## src/rtl/word_block_assembler.sv

```systemverilog
// -----------------------------------------------------------------------------
// word_block_assembler
//
// Gathers NUM_WORDS words of WORD_W bits into one block and offers the block
// to a consumer on a valid/ready interface. A block can be closed early with
// in_last, and a partial or held block can be dropped with clear. MSW_FIRST
// selects whether the first word of a block lands in the most- or the
// least-significant slot. The default build produces 128-bit AES message/key
// blocks from a 32-bit word-serial host.
//
// Ports:
//   clk        clock, all logic on the rising edge
//   RESET      synchronous reset, active-low
//   clear      synchronous abort of the partial or held block
//   in_valid   in_word is valid
//   in_ready   a word is accepted this cycle when in_valid is also high
//   in_word    input word
//   in_last    with an accepted word: close the block after this word
//   out_valid  out_block holds a complete block
//   out_ready  consumer takes the block this cycle
//   out_block  assembled block, unfilled slots read zero
//   out_count  number of valid words in out_block (0 while filling)
// -----------------------------------------------------------------------------
module word_block_assembler #(
  parameter int WORD_W    = 32,
  parameter int NUM_WORDS = 4,
  parameter bit MSW_FIRST = 1'b1,
  localparam int CNT_W    = $clog2(NUM_WORDS + 1)
) (
  input  logic                        clk,
  input  logic                        RESET,
  input  logic                        clear,
  input  logic                        in_valid,
  output logic                        in_ready,
  input  logic [WORD_W-1:0]           in_word,
  input  logic                        in_last,
  output logic                        out_valid,
  input  logic                        out_ready,
  output logic [WORD_W*NUM_WORDS-1:0] out_block,
  output logic [CNT_W-1:0]            out_count
);

  localparam int BLOCK_W = WORD_W * NUM_WORDS;
  localparam logic [CNT_W-1:0] LAST_IDX = CNT_W'(NUM_WORDS - 1);

  typedef enum logic [0:0] {
    FILL,
    HOLD
  } state_t;

  state_t               state;
  logic [CNT_W-1:0]     idx;
  logic [BLOCK_W-1:0]   block;
  logic                 accept;

  // Returns 'base' with word 'w' written into the slot that belongs to word
  // index 'i' under the selected word order.
  function automatic logic [BLOCK_W-1:0] place(
    input logic [BLOCK_W-1:0] base,
    input logic [CNT_W-1:0]   i,
    input logic [WORD_W-1:0]  w
  );
    logic [BLOCK_W-1:0] r;
    int                 slot;
    r    = base;
    slot = MSW_FIRST ? (NUM_WORDS - 1 - int'(i)) : int'(i);
    r[slot*WORD_W +: WORD_W] = w;
    return r;
  endfunction

  // While a block is held, a new word may only enter in the same cycle the
  // held block leaves, so out_ready feeds in_ready combinationally and the
  // stream keeps one word per cycle across block boundaries.
  assign in_ready  = RESET && ((state == FILL) || out_ready);
  assign accept    = in_valid && in_ready;
  assign out_block = block;

  // Single state machine: reset beats clear, clear beats any handshake, and a
  // word presented during clear is dropped.
  always_ff @(posedge clk) begin
    if (!RESET) begin
      state     <= FILL;
      idx       <= '0;
      block     <= '0;
      out_count <= '0;
      out_valid <= 1'b0;
    end else if (clear) begin
      state     <= FILL;
      idx       <= '0;
      block     <= '0;
      out_count <= '0;
      out_valid <= 1'b0;
    end else begin
      case (state)
        FILL: begin
          if (accept) begin
            block <= place(block, idx, in_word);
            if ((idx == LAST_IDX) || in_last) begin
              state     <= HOLD;
              out_valid <= 1'b1;
              out_count <= idx + CNT_W'(1);
              idx       <= '0;
            end else begin
              idx <= idx + CNT_W'(1);
            end
          end
        end

        HOLD: begin
          if (out_ready) begin
            if (accept) begin
              // The held block leaves and the new word starts a fresh block.
              // With NUM_WORDS >= 2 only in_last can close it immediately.
              block <= place('0, '0, in_word);
              if (in_last) begin
                state     <= HOLD;
                out_valid <= 1'b1;
                out_count <= CNT_W'(1);
                idx       <= '0;
              end else begin
                state     <= FILL;
                out_valid <= 1'b0;
                out_count <= '0;
                idx       <= CNT_W'(1);
              end
            end else begin
              state     <= FILL;
              out_valid <= 1'b0;
              block     <= '0;
              out_count <= '0;
              idx       <= '0;
            end
          end
        end

        default: begin
          state     <= FILL;
          idx       <= '0;
          block     <= '0;
          out_count <= '0;
          out_valid <= 1'b0;
        end
      endcase
    end
  end

endmodule

```

## config.mk

```make
export PLATFORM = sky130hd
export DESIGN_NAME = word_block_assembler
export DESIGN_NICKNAME = d
export VERILOG_FILES = /design/src/rtl/word_block_assembler.sv
export SDC_FILE = /design/constraint.sdc
export NUM_CORES = 1
export LEC_CHECK = 0
export BUFFER_PORTS_ARGS = -buffer_cell sky130_fd_sc_hd__buf_2
export CORE_AREA = 5 5 120 122
export DETAILED_ROUTE_END_ITERATION = 12
export DIE_AREA = 0 0 125 127
export GPL_TIMING_DRIVEN = 0
export PLACE_DENSITY = 0.7
export RECOVER_POWER = 100
export SLEW_MARGIN = 30
export SYNTH_ARGS = -nofsm -noshare
export SYNTH_HDL_FRONTEND = slang
export SYNTH_SLANG_ARGS = --single-unit
export TNS_END_PERCENT = 5
```

## constraint.sdc

```tcl
create_clock -name clk -period 3.4 [get_ports clk]
set_input_delay 0 -clock clk [delete_from_list [all_inputs] [get_ports clk]]
set_output_delay 0 -clock clk [all_outputs]
set_load 0.005 [all_outputs]
```

Yosys cells after proc, flatten, opt, wreduce, memory -nomap -nowiden
Index checks and enable logic that the tools add are counted.

cells by class
  $add $sub $neg = 3
  equal/unequal tests = 4
  shift-type cells = 2
  mux-type cells = 27
  bitwise operators = 2
  reductions and logical operators = 7

operators by type and width
  operator                     number
  $mux W128                    3
  $pmux W128 S2                1
  $bwmux W128                  1
  $shift A32 B33 Y128 const A  1
  $shiftx A32 B33 Y128         1
  $neg A9 Y33                  1
  $mux W3                      8
  $pmux W3 S2                  2
  $mux W1                      10
  $ne A2 B2 Y1 const B         2
  $pmux W1 S2                  2
  $sub A2 B3 Y4 const A        1
  $add A3 B1 Y3 const B        1
  $eq A3 B2 Y1 const B         1
  $reduce_and A3 Y1            1
  $logic_and A1 B1 Y1          2
  $logic_or A1 B1 Y1           2
  $ne A2 B1 Y1 const B         1
  $not A1 Y1                   2
  $reduce_and A2 Y1            1
  $reduce_or A2 Y1             1

storage, ports and cells
  bits in registers = 136
  input port bits = 38
  output and inout port bits = 133
  word-level logic and storage cells = 50

Logic depth before layout (Yosys ltp)
Gate-level depths: netlist of run 1.

  depth after elaboration = 7
  mapped depth = 9

Least setup slack after synthesis of run 1
OpenSTA, ideal clock, no wires.

  path type = reg2reg
  start = register idx[0]
  end = register block[64], in the netlist out_block[64]
  setup time = 0.117 ns
  data arrival time = 2.345 ns
  required time = 3.283 ns
  slack = 0.939 ns
  cell stages (with the launch flop) = 9
  buffers on the path = 2
  period minus slack after synthesis = 2.461 ns
  cells stage by stage = dfxtp_1 ha_1 inv_1 ha_1 or4b_1 buf_2 o311a_4 buf_6 a22o_1

on the way
  longest elaborated chain between the ends = 6
  elaborated cells on any way between the ends = 7
  classes of those cells = add/sub (2); shift (2); mux (3)

ends and longest elaborated chain
  element                                                      RTL line  text
  from (decl)                                                  52        logic [CNT_W-1:0] idx;
  from (signal assigned)                                       104       idx <= idx + CNT_W'(1);
  $sub A2 B3 Y4 *                                              66        slot = MSW_FIRST ? (NUM_WORDS - 1 - int'(i)) : int'(i);
  $neg A9 Y33 *                                                67        r[slot*WORD_W +: WORD_W] = w;
  $shiftx A32 B33 Y128 or $shift A32 B33 Y128 (tied branches)  67
  $bwmux W128 *                                                67
  $mux W128 *                                                  96        if (accept) begin
  $pmux W128 S2 *                                              94        case (state)
  to (signal assigned)                                         97        block <= place(block, idx, in_word);
  to (signal assigned)                                         114       block <= place('0, '0, in_word);
  to (decl)                                                    53        logic [BLOCK_W-1:0] block;

Every way passes the cells marked *; elsewhere a longest branch is shown, timed or not. The select of a mux whose other input is x is not followed.
A chain may end at the register's enable or synchronous reset.

Worst setup path after layout of run 1
  start = register idx[0]
  end = register block[95], in the netlist out_block[95]

Same word-level chain as after synthesis.

==> results of run 1 <==
[cells in the mapped netlist, drive strengths merged, types with 2 or more instances]
cell type	number	area [um^2]
dfxtp	136	2720
nor2b	4	25.0
nand2	36	135
a21oi	40	200
and3b	35	307
clkbuf	59	223
nand3	9	45.0
o211ai	34	255
ha	6	75.1
inv	3	11.3
o21ai	3	15.0
o31ai	32	240
a22o	31	272
nand3b	3	22.5
a211oi	2	15.0
o311ai	32	280
nor2	3	11.3
and2	3	18.8
nand2b	2	12.5
o2111ai	32	280
buf	22	141
a32o	32	320
[cells in the final DEF, fill, tap and decap left out, drive strengths merged, types with 2 or more instances in the layout]
master       instances
inv                  5
a22o                31
o311ai              32
o211ai              34
buf                100
nor2b                4
a32o                32
nand3                9
nand2b               2
nand2               36
clkinvlp             2
bufinv               6
nor2                 3
clkbuf             169
clkinv               4
ha                   6
dlygate4sd3         34
o21ai                3
nand3b               3
and3b               35
o31ai               32
a211oi               2
and2                 3
o2111ai             32
dfxtp              136
a21oi               40
[tightest hold or removal path, delay by kind of cell]
kind            cells  cell delay (ps)
buf+inv             1              140
compound gates      3              290
[area by class of cell]
cell class,count,area (um^2)
flip-flops and latches,136,2720
well taps,176,220
clock buffers,18,439
repair buffers,204,1080
fillers,1205,5320
clock inverters,14,244
plain buffers,81,348
multi-input cells,356,2690
inverters,3,11.3
[power by group through the flow]
stage	sequential, mW	clock (mW)	combinational (mW)
2_1_floorplan	1.65	0	0.109
3_3_place_gp	1.65	0	0.210
3_5_place_dp	1.65	0	0.216
4_1_cts	1.61	2.14	0.247
5_1_grt	1.61	2.22	0.267
6_report	1.61	2.12	0.248
[per-layer routing]
| metal | GRT usage, % | share of wire, % | up-vias |
|---|---|---|---|
| met3 | 8.01 | 8.5 | 43 |
| li1 | - | - | 2746 |
| met4 | 11.8 | 3.0 | 0 |
| met2 | 40.1 | 47 | 272 |
| met5 | 0 | 0 | - |
| met1 | 31.3 | 42 | 2895 |
[per-stage QoR]
stage	instance area [um^2]	power [mW]	utilization, %	setup WS [ps]	instances
after global placement	6860	1.86	52.4	541	922
after floorplan	5790	1.75	-	939	576
final	7760	3.98	59.3	291	988
after CTS	7880	4.00	60.3	448	988
after detailed placement	6860	1.86	52.4	480	922
after global routing	7760	4.10	59.3	165	988
[cells by family after synthesis]
| family | after synthesis | synth area share [%] |
|---|---|---|
| mux | 1 | 0.173 |
| flops | 136 | 47.0 |
| simple gates | 104 | 11.2 |
| fa+ha+maj | 6 | 1.30 |
| compound gates | 245 | 33.8 |
| buf+inv | 84 | 6.48 |
[flip-flops by register name, indices dropped and copies added (netlist names)]
name	cells
out_valid	1
idx	3
out_count	3
state	1
out_block	128
[repair_timing]
action	in CTS	in global routing
hold endpoints to repair	132	0
buffers inserted	0	0
hold buffers	34	0
[path summary, 6_finish.rpt]
path / from / to / slack (ps) / cells after the start
min: in_valid / idx[0] / 50 / 4
min reg2reg: out_valid / out_valid / 460 / 2
max: idx[0] / out_block[95] / 290 / 8
max reg2reg: idx[0] / out_block[95] / 290 / 8
==> metrics.cfg, run 1 <==
[floorplanning]
io_pins = 171
rows = 42
die_h_um = 127
core_um2 = 13100
die_w_um = 125
die_area_um2 = 15900
start_util_pct = 44.2

[timing]
final-hold-violation-count = 0
skew_ps = 9.58
rsz0062_at_grt = no
hold_ws_ps = 46.7
setup_viol_count_final = 0
fmaxAchievable_mhz = 322
setup_tns_ps = 0
slew_headroom_pct = 55.2
slew_violations = 0
finalCritPeriodShare_pct = 91.4
worstMarginPinSlew_ps = 673
min_period_ps = 3110

[worst_setup_path]
slowest_delay_ps = 590
crit_buf_inv = 3
cp_common_cell = ha_1
critical-path-top-delay-family = simple AND/OR/NAND/NOR gates
crit_slowest_cell = nor4_2
endpoint_kind = register
crit_required_ps = 3770
crit_chain = ha_1 -> inv_1 -> ha_1 -> or4b_1 -> clkbuf_1 -> nor4_2 -> clkbuf_2 -> a22o_1
worst_ep_arrival_time_ps = 3480
path_max_fanout = 11
path_class = reg -> reg
cp-start-kind = register

[synth]
syn_area_per_cell_um2 = 10.1
ys.flop_type = dfxtp_1
netlist_instances = 576
async_reset_ff_share_pct = 0
yosys_warnings = 0
ys_types = 42
synth-seq-cells = 136
synth_edf_count = 0
syn_area_um2 = 5790
syn_nets = 620
yosysSeqAreaShare_pct = 47.0

[power_and_ir_drop]
peakVddDrop_mv = 0.292
power_leakage_nw = 3.00
internal_power_mw = 3.09
p_sw_share_pct = 22.4
combPwrFrac_pct = 6.2
powerDensity_nw_per_um2 = 513
p_sw_uw = 891
seq_power_share_pct = 40.5
clkPwrFrac_pct = 53.3

[clocking]
cts_buffer_depth = 2
cts_tree = done
clockRootBuffer = clkbuf_16
worstSkewPairLatency_ps = 430
clk_pin_slew_ps = 60
cts.repair.resized = 0
cts_sinks = 136
htreeDepth = 4
cts-buffers-inserted = 17

[route]
finalWirelength_mm = 20.3
route.detailed.drc = 0
drt_iter0_drc = 503
vias_per_cell = 6.03
vias = 5956
routedWlPerCell_um = 20.6
drt_first_pass_iters = 5
ant_nets = 0

[grt]
grt_max_degree = 17
overflow = 0
grt_pass1_wl_mm = 32.3
antenna_found_initial = 0
grt_pass1_vias = 6013
grt_usage_pct = 25.2

[placement]
dp_hpwl_mm = 14.1
place_congestion = 0.869
port_buffers = 170

[final_layout]
final_nets = 843
antenna_cells = 0
drive_gt1_share_pct = 16.7
syn2layout_area_growth_pct = 34.1

[min_path]
hold_path_class = in -> reg

[outcome]
status = complete, no violations

[run]
max_cap_viol_count = 0

Note: power is estimated with default switching activity, not from simulation.
==> run 2, diff against run 1 <==
SETUP_SLACK_MARGIN = 0.4   (was not set)
==> run 2 against run 1 <==
Compared with the run above:
- total power hardly changed
- critical path type unchanged
- clock power hardly changed
- largest power group unchanged
- global-route usage stayed put
- wire length is 0.23% higher
- sequential cell count stayed put
- critical path depth stayed put
- non-clock buffer count stayed put
- clock skew is 1.1 ps lower
- highest routed layer unchanged
==> metrics.cfg, run 2 (synthesis gave the netlist of run 1 again) <==
[outcome]
status = complete, no violations  ; unchanged

[power_and_ir_drop]
seq_power_share_pct = 40.5  ; about the same
powerDensity_nw_per_um2 = 514  ; was 513 nW/um^2
clkPwrFrac_pct = 53.3  ; about the same
p_sw_share_pct = 22.4  ; about the same
p_sw_uw = 890  ; was 891 uW
fin_total_pwr_mw = 3.98  ; about the same
power_leakage_nw = 2.99  ; was 3.00 nW
peakVddDrop_mv = 0.292  ; about the same
combPwrFrac_pct = 6.2  ; about the same
internal_power_mw = 3.09  ; about the same

[route]
route.detailed.drc = 0  ; unchanged
routedWlPerCell_um = 20.6  ; about the same
ant_nets = 0  ; unchanged
finalWirelength_mm = 20.4  ; was 20.3 mm
vias = 6003  ; was 5956
drt_first_pass_iters = 5  ; unchanged
drt_iter0_drc = 577  ; was 503
vias_per_cell = 6.08  ; was 6.03

[placement]
place_congestion = 0.869  ; unchanged
port_buffers = 170  ; unchanged
dp_hpwl_mm = 14.1  ; unchanged
dp.cells = 922  ; unchanged
post_dp_cell_area_um2 = 6860  ; unchanged
place_ws_ps = 480  ; unchanged

[timing]
slew_headroom_pct = 54.9  ; was 55.2%
min_period_ps = 3070  ; was 3110 ps
fmaxAchievable_mhz = 326  ; was 322 MHz
final-hold-violation-count = 0  ; unchanged
worstMarginPinSlew_ps = 676  ; was 673 ps
fin_ws_ps = 335  ; was 291 ps
setup_tns_ps = 0  ; unchanged
hold_ws_ps = 47.5  ; was 46.7 ps
rsz0062_at_grt = yes  ; was no
finalCritPeriodShare_pct = 90.1  ; was 91.4%
setup_viol_count_final = 0  ; unchanged
skew_ps = 8.49  ; was 9.58 ps
slew_violations = 0  ; unchanged

[worst_setup_path]
cp-start-kind = register  ; unchanged
slowest_delay_ps = 530  ; was 590 ps
path_max_fanout = 11  ; unchanged
crit_slowest_cell = dfxtp_1  ; was nor4_2
crit_required_ps = 3720  ; was 3770 ps
path_class = reg -> reg  ; unchanged
crit_chain = ha_1 -> inv_1 -> ha_1 -> or4b_1 -> clkbuf_1 -> o311a_1 -> clkbuf_1 -> a22o_1  ; was ha_1 -> inv_1 -> ha_1 -> or4b_1 -> clkbuf_1 -> nor4_2 -> clkbuf_2 -> a22o_1
worst_ep_arrival_time_ps = 3390  ; was 3480 ps
endpoint_kind = register  ; unchanged

[run]
max_cap_viol_count = 0  ; unchanged

[final_layout]
final_area_um2 = 7740  ; was 7760 um^2
largest_reg_flops = 128  ; unchanged
fin_util_pct = 59.1  ; was 59.3%
final_nets = 843  ; unchanged
n_fill_cell = 1206  ; was 1205
antenna_cells = 0  ; unchanged
syn2layout_area_growth_pct = 33.7  ; was 34.1%
drive_gt1_share_pct = 16.5  ; was 16.7%
final_cells = 988  ; unchanged
layout_common_cells = 149 x clkbuf_1, 136 x dfxtp_1, 95 x buf_2  ; was 148 x clkbuf_1, 136 x dfxtp_1, 93 x buf_2
final_common_cell = clkbuf_1  ; unchanged

[clocking]
cts_buffer_depth = 2  ; unchanged
clockRootBuffer = clkbuf_16  ; unchanged
clk_pin_slew_ps = 60  ; about the same
cts_tree = done  ; unchanged
cts-buffers-inserted = 17  ; unchanged
worstSkewPairLatency_ps = 430  ; about the same
htreeDepth = 4  ; unchanged
cts_sinks = 136  ; unchanged
post_cts_buffers = 0  ; unchanged

[floorplanning]
io_pins = 171  ; unchanged
core_um2 = 13100  ; unchanged
start_util_pct = 44.2  ; unchanged
die_area_um2 = 15900  ; unchanged
rows = 42  ; unchanged
die_w_um = 125  ; unchanged
die_h_um = 127  ; unchanged

[grt]
grt_usage_pct = 25.2  ; unchanged
grt_max_degree = 17  ; unchanged
overflow = 0  ; unchanged
grt_pass1_wl_mm = 32.3  ; unchanged
antenna_found_initial = 0  ; unchanged
grt_pass1_vias = 6013  ; unchanged

[min_path]
hold_path_class = in -> reg  ; unchanged

run 2: changes by cell type in the layout (fill, tap and decap cells not counted):
cell,previous run,this run
o311a_4,1,0
o311a_1,0,1
buf_2,93,95
buf_6,4,1
nor4_4,0,1
nor4_2,1,0
clkbuf_1,148,149
run 2: power by group through the flow:
stage / clock network (mW) / registers [mW] / logic [mW]
after floorplan: 0 / 1.65 / 0.109
after global placement: 0 / 1.65 / 0.210
after detailed placement: 0 / 1.65 / 0.216
after CTS: 2.14 / 1.61 / 0.247
after global routing: 2.22 / 1.61 / 0.263
final: 2.12 / 1.61 / 0.245
run 2: per-layer routing:
layer / wire, um / share of wire (%) / track usage [%] / up-vias
met5: 0 / 0 / 0 / -
met1: 8390 / 41 / 31.3 / 2913
met4: 631 / 3.1 / 11.8 / 0
met2: 9470 / 46 / 40.1 / 295
met3: 1900 / 9.3 / 8.01 / 47
li1: - / - / - / 2748
run 2: worst paths after layout:
path | to | slack (ps) | cells past startpoint | from
hold / removal | idx[0] | 50 | 4 | in_valid
hold reg to reg | out_valid | 460 | 2 | out_valid
setup reg to reg | out_block[73] | 330 | 8 | idx[0]
setup / recovery | out_block[73] | 330 | 8 | idx[0]
run 2: area by class of cell:
type | count | area (um^2) | area share, %
Sequential cell | 136 | 2720 | 35.2
Clock buffer | 18 | 439 | 5.68
Tap cell | 176 | 220 | 2.85
Buffer | 81 | 328 | 4.24
Inverter | 3 | 11.3 | 0.146
Clock inverter | 14 | 244 | 3.15
Timing Repair Buffer | 204 | 1080 | 14.0
Multi-Input combinational cell | 356 | 2690 | 34.7
run 2: what timing repair did:
item / 4_1_cts / 5_1_grt
hold buffers: 34 / 0
gates resized for setup: 0 / 1
hold endpoints to repair: 132 / 0
setup endpoints to repair: 0 / 49
run 2: worst max-delay path, delay by kind of cell, from the launching register on:
family	cells	cell delay (ps)
adder cells (fa/ha/maj)	2	590
buffers and inverters	3	580
AO/OA/AOI/OAI	2	770
AND/OR/NAND/NOR	1	490
flip-flops	1	530
==> run 3, diff against run 2 <==
RECOVER_POWER = 25   (was 100)
==> run 3 against run 2 <==
Compared with the run above:
- core utilization increased by 0.81 points
- sequential share of layout area is 0.48 points lower
- sequential power about the same
- largest cell class unchanged
- clock skew rose by 1.8 ps
- first-iteration DRC count decreased by 14%
- via count fell by 0.32%
==> metrics.cfg, run 3 (synthesis gave the netlist of run 1 again) <==
[outcome]
status = complete, no violations  ; unchanged

[worst_setup_path]
ff2ff_path_depth = 7  ; was 8
endpoint_kind = register  ; unchanged
r2r_setup_slack_ps = 470  ; was 330 ps
rr_endpoint = out_block[41]  ; was out_block[73]
path_max_fanout = 11  ; unchanged
worst_ep_arrival_time_ps = 3240  ; was 3390 ps
r2r_start = idx[0]  ; unchanged
cp-start-kind = register  ; unchanged
path_class = reg -> reg  ; unchanged
crit_required_ps = 3720  ; about the same

[power_and_ir_drop]
combPwrFrac_pct = 6.3  ; was 6.2%
p_sw_share_pct = 22.4  ; about the same
internal_power_mw = 3.10  ; was 3.09 mW
power_leakage_nw = 3.23  ; was 2.99 nW
p_sw_uw = 895  ; was 890 uW
clkPwrFrac_pct = 53.3  ; about the same
peakVddDrop_mv = 0.291  ; was 0.292 mV
seq_power_share_pct = 40.4  ; was 40.5%
powerDensity_nw_per_um2 = 509  ; was 514 nW/um^2

[timing]
rsz0062_at_grt = yes  ; unchanged
min_period_ps = 2930  ; was 3070 ps
setup_viol_count_final = 0  ; unchanged
setup_tns_ps = 0  ; unchanged
fmaxAchievable_mhz = 342  ; was 326 MHz
slew_violations = 0  ; unchanged
slew_headroom_pct = 53.5  ; was 54.9%
final-hold-violation-count = 0  ; unchanged
skew_ps = 10.3  ; was 8.49 ps
worstMarginPinSlew_ps = 697  ; was 676 ps
finalCritPeriodShare_pct = 86.0  ; was 90.1%

[grt]
overflow = 0  ; unchanged
grt_usage_pct = 25.2  ; unchanged
antenna_found_initial = 0  ; unchanged
grt_pass1_vias = 6013  ; unchanged
grt_pass1_wl_mm = 32.3  ; unchanged
grt_max_degree = 17  ; unchanged

[floorplanning]
io_pins = 171  ; unchanged
die_h_um = 127  ; unchanged
core_um2 = 13100  ; unchanged
rows = 42  ; unchanged
die_w_um = 125  ; unchanged
start_util_pct = 44.2  ; unchanged
die_area_um2 = 15900  ; unchanged

[clocking]
cts-buffers-inserted = 17  ; unchanged
post_cts_buffers = 0  ; unchanged
clk_pin_slew_ps = 60  ; about the same
cts_sinks = 136  ; unchanged
clockRootBuffer = clkbuf_16  ; unchanged
worstSkewPairLatency_ps = 430  ; about the same
cts_buffer_depth = 2  ; unchanged
htreeDepth = 4  ; unchanged
cts_tree = done  ; unchanged

[route]
ant_nets = 0  ; unchanged
drt_iter0_drc = 499  ; was 577
finalWirelength_mm = 20.4  ; about the same
drt_first_pass_iters = 5  ; unchanged
vias = 5984  ; was 6003
routedWlPerCell_um = 20.6  ; about the same
vias_per_cell = 6.06  ; was 6.08
route.detailed.drc = 0  ; unchanged

[min_path]
whs_path_depth = 4  ; unchanged
hold_path_end = idx[0]  ; unchanged
hold_start = in_valid  ; unchanged
hold_path_class = in -> reg  ; unchanged

[final_layout]
final_common_cell = buf_2  ; was clkbuf_1
final_area_um2 = 7850  ; was 7740 um^2
drive_gt1_share_pct = 22.9  ; was 16.5%
final_nets = 843  ; unchanged
largest_reg_flops = 128  ; unchanged
layout_common_cells = 143 x buf_2, 136 x dfxtp_1, 96 x clkbuf_1  ; was 149 x clkbuf_1, 136 x dfxtp_1, 95 x buf_2
syn2layout_area_growth_pct = 35.5  ; was 33.7%
antenna_cells = 0  ; unchanged

[placement]
place_congestion = 0.869  ; unchanged
post_dp_cell_area_um2 = 6860  ; unchanged
dp_hpwl_mm = 14.1  ; unchanged
port_buffers = 170  ; unchanged

[run]
max_cap_viol_count = 0  ; unchanged

==> run 3: cell types whose count changed in the layout (fill, tap and decap cells not counted), sizes merged <==
cell	before	now
clkbuf	170	115
buf	99	154
==> run 3: stage by stage <==
stage	hold WS [ps]	setup WS, ps	util [%]	cells	power [mW]
finish	49.0	475	60.0	988	3.99
detailed placement	283	480	52.4	922	1.86
CTS	31.2	448	60.3	988	4.00
global route	68.9	367	60.0	988	4.10
floorplan	125	939	-	576	1.75
global placement	278	541	52.4	922	1.86
==> run 3: power groups by stage <==
stage,Clock (mW),Combinational (mW),Sequential (mW)
2_1_floorplan,0,0.109,1.65
3_3_place_gp,0,0.210,1.65
5_1_grt,2.22,0.271,1.61
4_1_cts,2.14,0.247,1.61
3_5_place_dp,0,0.216,1.65
6_report,2.13,0.251,1.61
==> run 3: worst max-delay path, stage by stage (launching register included) <==
cell and delay, ps:
dfxtp_1 520, ha_1 240, inv_1 50, ha_1 350, nor4b_1 550, nand3_1 430, clkbuf_1 350, a32o_1 330
==> run 3: routing by layer <==
layer	GRT usage [%]	part of all wire, %	wire length (um)	up-vias
met3	8.01	8.8	1780	43
met1	31.3	42	8460	2912
li1	-	-	-	2755
met4	11.8	3.0	609	0
met2	40.1	47	9500	274
met5	0	0	0	-
==> run 3: area by class of cell <==
type / instances / area (um^2)
multi-input combinational: 356 / 2700
inverter: 3 / 11.3
buffer: 81 / 364
sequential: 136 / 2720
fill: 1175 / 5240
timing repair buffer: 204 / 1140
clock buffer: 18 / 439
tap: 176 / 220
clock inverter: 14 / 244
==> run 3: worst max-delay path by stage <==
stage,start,to,slack (ps),depth (start not counted)
after global placement,idx[0],out_block[95],540,8
after detailed placement,idx[0],out_block[41],480,7
after CTS,idx[0],out_block[69],450,8
after global routing,idx[0],out_block[37],370,7
after floorplan,idx[0],out_block[64],940,8
final,idx[0],out_block[41],470,7
==> run 3: repair_timing <==
item                                    CTS  global route
endpoints found under the setup margin    0            49
hold endpoints to repair                132             0
hold buffers                             34             0
resized for setup                         0             1
